<file path="config.mk">
export PLATFORM = sky130hd
export DESIGN_NAME = hbus_dly_cal_flat
export DESIGN_NICKNAME = d
export VERILOG_FILES = /design/src/rtl/hbus_pkg.sv /design/src/rtl/hbus_dly_cal_if.sv /design/src/rtl/hbus_dly_cal_win.sv /design/src/rtl/hbus_dly_cal.sv /design/src/flat_wrapper.sv
export SDC_FILE = /design/constraint.sdc
export NUM_CORES = 1
export LEC_CHECK = 0
export BUFFER_PORTS_ARGS = -buffer_cell sky130_fd_sc_hd__buf_2
export CORE_MARGIN = 2
export CORE_UTILIZATION = 52
export DETAILED_ROUTE_END_ITERATION = 12
export PLACE_DENSITY = 0.75
export RECOVER_POWER = 50
export SYNTH_ARGS = -nofsm -noshare
export SYNTH_HDL_FRONTEND = slang
export SYNTH_SLANG_ARGS = --single-unit
</file>
<file path="constraint.sdc">
create_clock -name clk -period 1.9 [get_ports clk]
set_input_delay 0.095 -clock clk [delete_from_list [all_inputs] [get_ports clk]]
set_output_delay 0.095 -clock clk [all_outputs]
set_load 0.01 [all_outputs]
</file>
<file path="src/rtl/hbus_pkg.sv">
// Shared definitions for the HyperBus delay-line calibration sequencer:
// FSM state encoding and the counter-width helper.
package hbus_pkg;

  typedef logic [2:0] state_t;

  localparam state_t ST_IDLE   = 3'd0;
  localparam state_t ST_SETTLE = 3'd1;
  localparam state_t ST_CHECK  = 3'd2;
  localparam state_t ST_NEXT   = 3'd3;
  localparam state_t ST_RESULT = 3'd4;

  // One counter serves both the settle countdown (SETTLE_CYCLES-1 .. 0) and
  // the verdict count (0 .. CHECK_LEN-1), so it must hold max-1 of the two.
  function automatic int cnt_width(input int settle_cycles, input int check_len);
    int mx;
    mx = (settle_cycles > check_len) ? settle_cycles : check_len;
    return (mx <= 2) ? 1 : $clog2(mx);
  endfunction

endpackage

</file>
<file path="src/rtl/hbus_dly_cal_if.sv">
// Handshake/status bundle between the calibration sequencer and its
// surroundings (comparator, delay line, host).
interface hbus_dly_cal_if #(
  parameter int N = 3
);

  logic                  start;
  logic                  chk_valid;
  logic                  chk_ok;
  logic [N-1:0]          delay;
  logic                  busy;
  logic                  done;
  logic                  found;
  logic [N:0]            win_len;
  logic [(1 << N)-1:0]   pass_map;

  modport master (
    output start, chk_valid, chk_ok,
    input  delay, busy, done, found, win_len, pass_map
  );

  modport slave (
    input  start, chk_valid, chk_ok,
    output delay, busy, done, found, win_len, pass_map
  );

endinterface

</file>
<file path="src/rtl/hbus_dly_cal_win.sv">
// Run/best-window tracker: follows the current run of passing taps and keeps
// the first longest run seen since the last clear. Runs never wrap.
module hbus_dly_cal_win
  import hbus_pkg::*;
#(
  parameter int N = 3
) (
  input  logic         clk,
  input  logic         rst,
  input  logic         clear,
  input  logic         strobe,
  input  logic         verdict,
  input  logic [N-1:0] tap,
  output logic [N-1:0] best_start,
  output logic [N:0]   best_len
);

  logic [N-1:0] cur_start_r;
  logic [N:0]   cur_len_r;
  logic [N-1:0] best_start_r;
  logic [N:0]   best_len_r;
  logic [N-1:0] run_start_s;
  logic [N:0]   run_len_s;

  // Run state as it will be after folding in this tap's verdict.
  always_comb begin
    run_start_s = cur_start_r;
    run_len_s   = cur_len_r;
    if (verdict) begin
      run_len_s = cur_len_r + (N+1)'(1);
      if (cur_len_r == (N+1)'(0)) begin
        run_start_s = tap;
      end else begin
        run_start_s = cur_start_r;
      end
    end else begin
      run_len_s   = (N+1)'(0);
      run_start_s = cur_start_r;
    end
  end

  // Commit the run and promote it on a strictly longer length (first run wins ties).
  always_ff @(posedge clk) begin
    if (rst || clear) begin
      cur_start_r  <= N'(0);
      cur_len_r    <= (N+1)'(0);
      best_start_r <= N'(0);
      best_len_r   <= (N+1)'(0);
    end else if (strobe) begin
      cur_start_r <= run_start_s;
      cur_len_r   <= run_len_s;
      if (run_len_s > best_len_r) begin
        best_start_r <= run_start_s;
        best_len_r   <= run_len_s;
      end
    end
  end

  assign best_start = best_start_r;
  assign best_len   = best_len_r;

endmodule

</file>
<file path="src/rtl/hbus_dly_cal.sv">
// HyperBus delay-line calibration sequencer. Sweeps every tap, collects
// comparator verdicts per tap, then parks the delay line on the centre of
// the longest contiguous passing window.
// Optional per-tap pass bitmap on pass_map: define HBUS_DLY_CAL_MAP_EN.
module hbus_dly_cal
  import hbus_pkg::*;
#(
  parameter int N             = 3,
  parameter int SETTLE_CYCLES = 16,
  parameter int CHECK_LEN     = 8
) (
  input  logic          clk,
  input  logic          rst,
  hbus_dly_cal_if.slave bus
);

  localparam int           CW          = cnt_width(SETTLE_CYCLES, CHECK_LEN);
  localparam logic [N-1:0] TAP_LAST    = N'((1 << N) - 1);
  localparam logic [CW-1:0] SETTLE_LAST = CW'(SETTLE_CYCLES - 1);
  localparam logic [CW-1:0] CHK_LAST    = CW'(CHECK_LEN - 1);

  // The delay line needs 2^N+1 idle cycles to flush after a tap change.
  if (SETTLE_CYCLES < (1 << N) + 1) begin : g_bad_settle
    $error("hbus_dly_cal: SETTLE_CYCLES must be >= 2^N+1");
  end
  if (CHECK_LEN < 1) begin : g_bad_check
    $error("hbus_dly_cal: CHECK_LEN must be >= 1");
  end

  state_t        state_r, state_s;
  logic [N-1:0]  tap_r, tap_s;
  logic [CW-1:0] cnt_r, cnt_s;
  logic          verdict_r, verdict_s;
  logic [N-1:0]  delay_r, delay_s;
  logic          busy_r, busy_s;
  logic          done_r, done_s;
  logic          found_r, found_s;
  logic [N:0]    win_len_r, win_len_s;
  logic          win_clear_s;
  logic          win_strobe_s;
  logic [N-1:0]  best_start_s;
  logic [N:0]    best_len_s;

  hbus_dly_cal_win #(.N(N)) u_win (
    .clk       (clk),
    .rst       (rst),
    .clear     (win_clear_s),
    .strobe    (win_strobe_s),
    .verdict   (verdict_r),
    .tap       (tap_r),
    .best_start(best_start_s),
    .best_len  (best_len_s)
  );

  // State and datapath registers; reset aborts any sweep without a done pulse.
  always_ff @(posedge clk) begin
    if (rst) begin
      state_r   <= ST_IDLE;
      tap_r     <= N'(0);
      cnt_r     <= CW'(0);
      verdict_r <= 1'b0;
      delay_r   <= N'(0);
      busy_r    <= 1'b0;
      done_r    <= 1'b0;
      found_r   <= 1'b0;
      win_len_r <= (N+1)'(0);
    end else begin
      state_r   <= state_s;
      tap_r     <= tap_s;
      cnt_r     <= cnt_s;
      verdict_r <= verdict_s;
      delay_r   <= delay_s;
      busy_r    <= busy_s;
      done_r    <= done_s;
      found_r   <= found_s;
      win_len_r <= win_len_s;
    end
  end

  // Next-state decode of the sweep sequencer.
  always_comb begin
    state_s = state_r;
    case (state_r)
      ST_IDLE: begin
        if (bus.start) state_s = ST_SETTLE;
        else           state_s = ST_IDLE;
      end
      ST_SETTLE: begin
        if (cnt_r == CW'(0)) state_s = ST_CHECK;
        else                 state_s = ST_SETTLE;
      end
      ST_CHECK: begin
        if (bus.chk_valid && (!bus.chk_ok || cnt_r == CHK_LAST)) state_s = ST_NEXT;
        else                                                     state_s = ST_CHECK;
      end
      ST_NEXT: begin
        if (tap_r == TAP_LAST) state_s = ST_RESULT;
        else                   state_s = ST_SETTLE;
      end
      ST_RESULT: state_s = ST_IDLE;
      default:   state_s = ST_IDLE;
    endcase
  end

  // Next values of the registered outputs, tap/counter and tracker controls.
  always_comb begin
    tap_s        = tap_r;
    cnt_s        = cnt_r;
    verdict_s    = verdict_r;
    delay_s      = delay_r;
    busy_s       = busy_r;
    done_s       = 1'b0;
    found_s      = found_r;
    win_len_s    = win_len_r;
    win_clear_s  = 1'b0;
    win_strobe_s = 1'b0;
    case (state_r)
      ST_IDLE: begin
        if (bus.start) begin
          tap_s       = N'(0);
          delay_s     = N'(0);
          busy_s      = 1'b1;
          cnt_s       = SETTLE_LAST;
          win_clear_s = 1'b1;
        end else begin
          busy_s = 1'b0;
        end
      end
      ST_SETTLE: begin
        if (cnt_r == CW'(0)) cnt_s = CW'(0);
        else                 cnt_s = cnt_r - CW'(1);
      end
      ST_CHECK: begin
        if (bus.chk_valid) begin
          if (!bus.chk_ok) begin
            verdict_s = 1'b0;
          end else if (cnt_r == CHK_LAST) begin
            verdict_s = 1'b1;
          end else begin
            cnt_s = cnt_r + CW'(1);
          end
        end else begin
          cnt_s = cnt_r;
        end
      end
      ST_NEXT: begin
        win_strobe_s = 1'b1;
        if (tap_r == TAP_LAST) begin
          tap_s = tap_r;
        end else begin
          tap_s   = tap_r + N'(1);
          delay_s = tap_r + N'(1);
          cnt_s   = SETTLE_LAST;
        end
      end
      ST_RESULT: begin
        if (best_len_s != (N+1)'(0)) begin
          // Floor centre; best_start + (best_len-1)/2 always fits in N bits.
          delay_s = best_start_s + N'((best_len_s - (N+1)'(1)) >> 1);
          found_s = 1'b1;
        end else begin
          delay_s = N'(0);
          found_s = 1'b0;
        end
        win_len_s = best_len_s;
        done_s    = 1'b1;
        busy_s    = 1'b0;
      end
      default: begin
        busy_s = 1'b0;
      end
    endcase
  end

`ifdef HBUS_DLY_CAL_MAP_EN
  logic [(1 << N)-1:0] map_r;

  // Per-tap verdict bitmap, cleared at sweep start and held after it.
  always_ff @(posedge clk) begin
    if (rst || win_clear_s) begin
      map_r <= {(1 << N){1'b0}};
    end else if (win_strobe_s) begin
      map_r[tap_r] <= verdict_r;
    end
  end

  assign bus.pass_map = map_r;
`else
  assign bus.pass_map = {(1 << N){1'b0}};
`endif

  assign bus.delay   = delay_r;
  assign bus.busy    = busy_r;
  assign bus.done    = done_r;
  assign bus.found   = found_r;
  assign bus.win_len = win_len_r;

endmodule

</file>
<file path="src/flat_wrapper.sv">
// flat-port wrapper written by rule: the top's interface ports become plain ports
module hbus_dly_cal_flat import hbus_pkg::*;
#(
  parameter int N             = 3,
  parameter int SETTLE_CYCLES = 16,
  parameter int CHECK_LEN     = 8
)
  (clk, rst, bus_start, bus_chk_valid, bus_chk_ok, bus_delay, bus_busy, bus_done, bus_found, bus_win_len, bus_pass_map);
  hbus_dly_cal_if #(.N(N)) bus_i ();
  input  logic clk;
  input  logic rst;
  input wire logic [$bits(bus_i.start)-1:0] bus_start;
  input wire logic [$bits(bus_i.chk_valid)-1:0] bus_chk_valid;
  input wire logic [$bits(bus_i.chk_ok)-1:0] bus_chk_ok;
  output wire logic [$bits(bus_i.delay)-1:0] bus_delay;
  output wire logic [$bits(bus_i.busy)-1:0] bus_busy;
  output wire logic [$bits(bus_i.done)-1:0] bus_done;
  output wire logic [$bits(bus_i.found)-1:0] bus_found;
  output wire logic [$bits(bus_i.win_len)-1:0] bus_win_len;
  output wire logic [$bits(bus_i.pass_map)-1:0] bus_pass_map;
  assign bus_i.start = bus_start;
  assign bus_i.chk_valid = bus_chk_valid;
  assign bus_i.chk_ok = bus_chk_ok;
  assign bus_delay = bus_i.delay;
  assign bus_busy = bus_i.busy;
  assign bus_done = bus_i.done;
  assign bus_found = bus_i.found;
  assign bus_win_len = bus_i.win_len;
  assign bus_pass_map = bus_i.pass_map;
  hbus_dly_cal #(.N(N), .SETTLE_CYCLES(SETTLE_CYCLES), .CHECK_LEN(CHECK_LEN)) u_core (.clk(clk), .rst(rst), .bus(bus_i));
endmodule
</file>
==> metrics.cfg <==
[synth]
synth_area_um2 = 1980
ys_warn_count = 0
synth_compound_area_share_pct = 17.0
yosysMostFrequentCell = dfxtp_1
synth_seq_cells = 35
synth_adder_area_share_pct = 9.23
synth.area.mux_share_pct = 4.55
synthCells = 231
synthSimpleGateAreaFrac_pct = 22.8
yosysSeqAreaShare_pct = 35.4
yosys.area.top_type = dfxtp_1
async_reset_ff_share_pct = 0
synth_edf_count = 0
synth_top_family_by_area = simple AND/OR/NAND/NOR gates
synth_xor_area_share_pct = 2.66
synth_common_cells = 35 x dfxtp_1, 26 x nand2_1, 20 x a21oi_1, 20 x nor2_1, 14 x inv_1
yosysTopAreaCellShare_pct = 35.4
yosysUniqueCellTypes = 45
postSynthAreaPerCell_um2 = 8.56
synth_flop_cell = dfxtp_1
synth_area_leaders = dfxtp_1 35%, ha_1 8.2%, a21oi_1 5.1%

[detailed_routing]
ant_nets = 0
dr_wl_met2_mm = 2.22
top_layer = met4
drtIter0Drc = 67
vias = 1701
wl_per_cell_um = 14.0
wl_met1_mm = 1.79
drt_first_pass_iters = 4
drc = 0
routed-wl-met3_um = 231
vias_per_cell = 5.40
routed_wl_mm = 4.40

[power]
pwr-share-clk_pct = 40.5
internal-power_mw = 1.27
p_sw_share_pct = 25.9
p_switching_mw = 0.446
ir_drop_mv = 0.573
p_seq_share_pct = 46.3
p_per_area_nw_per_um2 = 705
total_leakage_power_nw = 0.929
comb_power_share_pct = 13.2

[cells_and_area]
layout-drive-gt1-share_pct = 25.8
multi_input_area_um2 = 1270
area_growth_pct = 23.3
final_nets = 285
seq_area_um2 = 707
nFillCells = 301
design_area_um2 = 2440
final_core_util_pct = 66.6
diodes = 0

[sta]
slew_viol_final = 0
finalHoldViolCount = 0
rsz0062_at_grt = yes
finClkSkew_ns = 0.0115
finalWorstSetupSlack_ns = -0.144
fin_crit_ns = 2.04
setup_viol = 8
fin_hold_ws_ns = 0.0849
fmax_mhz = 489
period_share_pct = 108

[clocking]
cts_tree = done
clk_path_buf_depth = 2
h-tree-depth = 2
cts_buffers = 5
cts-root-buf = clkbuf_8
clock-sinks = 35
hold_buffers = 0
path_clk_slew_ns = 0.07
clock_latency_ns = 0.29

[floorplanning]
die_h_um = 65.7
rows = 22
fp.dieW_um = 65.7
start_util_pct = 54.0
dieArea_um2 = 4310
ios = 23
coreArea_um2 = 3660

[grt]
grt_overflow_total = 0
antenna_found_initial = 0
grt_max_degree = 23
grt_usage_pct = 23.0
grt_pass1_wl_mm = 7.51
grt_pass1_vias = 1708

[outcome]
failed_checks = setup timing
status = finished with violations

[placement]
io_buffers = 14
place_congestion = 0.867
placed_area_um2 = 2210
hpwl_mm = 3.07

[setup_path]
endpoint_kind = flop
startpoint_type = flop
cp_num_buf_inv = 1
crit_path_cell_trace = inv_2, ha_4, and2_4, ha_4, nor2b_1, o211ai_1, a21oi_4, mux2i_1, nor2_1
worstSetupPathType = reg2reg
cp_top_family = adder cells
worst-endpoint-required_ns = 2.07
slowest_delay_ns = 0.36
cp.arrival_ns = 2.22
cp_max_fo = 8
cp_slowest_cell = dfxtp_2
critical_path.most_common_cell = ha_4

[job]
cap_violations = 0

[worst_hold_path]
hp-class = in2reg

final cells by class:
| cell class | count | area share [%] |
|---|---|---|
| repair buffers | 38 | 9.59 |
| flip-flops and latches | 35 | 29.0 |
| clock buffers | 6 | 3.39 |
| multi-input cells | 172 | 52.0 |
| clock inverters | 2 | 1.44 |
| inverters | 14 | 2.15 |
| well taps | 48 | 2.46 |
tightest hold or removal path: stages:
cell and delay (ns):
buf_2 0.10, mux2i_1 0.06, nor2_1 0.07
cells by family (layout without fill, tap and decap cells):
family	after synthesis	after routing
compound gates	50	50
xor+xnor	6	6
fa+ha+maj	14	14
buf+inv	31	60
flops	35	35
mux	9	9
other cells	1	8
simple gates	85	85
metrics by stage:
step	total power, mW	setup TNS (ns)	setup slack, ns	cells
finish	1.72	-0.782	-0.144	315
global route	1.80	-1.80	-0.260	315
CTS	1.73	-0.561	-0.124	315
detailed placement	1.04	-1.51	-0.217	305
global placement	1.03	-1.13	-0.160	305
floorplan	0.992	-0.531	-0.133	238
per-layer routing:
metal	track usage, %	up-vias
met5	0	-
met4	13.5	0
met3	5.14	13
met2	39.8	56
met1	25.7	773
li1	-	859
what timing repair did:
| action | in CTS | in global routing |
|---|---|---|
| gates resized for setup | 19 | 5 |
| setup endpoints to repair | 8 | 12 |
| pin swaps | 13 | 5 |
| gates cloned | 0 | 0 |
| setup buffers | 2 | 0 |
sequential cells by signal (all words and copies together) (netlist names), 3 cells and up:
signal,flops
u_core.u_win.best_start,3
u_core.u_win.cur_start_r,3
u_core.u_win.best_len,4
u_core.bus.win_len,4
u_core.tap_r,3
u_core.state_r,3
u_core.bus.delay,3
u_core.cnt_r,4
u_core.u_win.cur_len_r,4
layout by cell type (no fill, tap or decap), types with 2 or more instances in the layout:
master,netlist,layout
a211oi_2,0,3
nor2b_1,4,4
inv_1,14,8
a22oi_1,3,3
mux2i_1,9,9
conb_1,1,8
clkbuf_1,4,12
inv_2,0,6
or2_2,3,3
a21oi_1,20,19
xnor2_1,5,4
nor2_1,20,20
a221oi_1,3,2
nor3_1,5,5
o2bb2ai_1,2,2
ha_4,0,6
and2_4,0,2
buf_4,9,21
clkbuf_8,0,6
dfxtp_2,0,5
nand2_1,26,26
nand3b_1,3,3
dfxtp_1,35,30
nand3_1,5,5
buf_2,3,4
and2_1,4,2
o21ai_0,5,5
nor3b_1,4,5
ha_1,13,7
a211oi_1,8,5
worst paths after layout:
path / startpoint / slack [ns] / end / cells after the start
worst max-delay path: u_core.u_win.cur_len_r[0] / -0.14 / u_core.u_win.best_len[3] / 9
worst min-delay path: bus_chk_ok / 0.08 / u_core.verdict_r / 3
worst max register to register: u_core.u_win.cur_len_r[0] / -0.14 / u_core.u_win.best_len[3] / 9
worst min register to register: u_core.bus.win_len[3] / 0.46 / u_core.bus.win_len[3] / 2
power by group through the flow:
stage	Clock, mW	Sequential (mW)	Combinational [mW]
6_report	0.696	0.796	0.228
3_3_place_gp	0	0.813	0.218
3_5_place_dp	0	0.813	0.223
4_1_cts	0.709	0.796	0.225
2_1_floorplan	0	0.793	0.198
5_1_grt	0.745	0.801	0.258
Note: power is estimated with default switching activity, not from simulation.
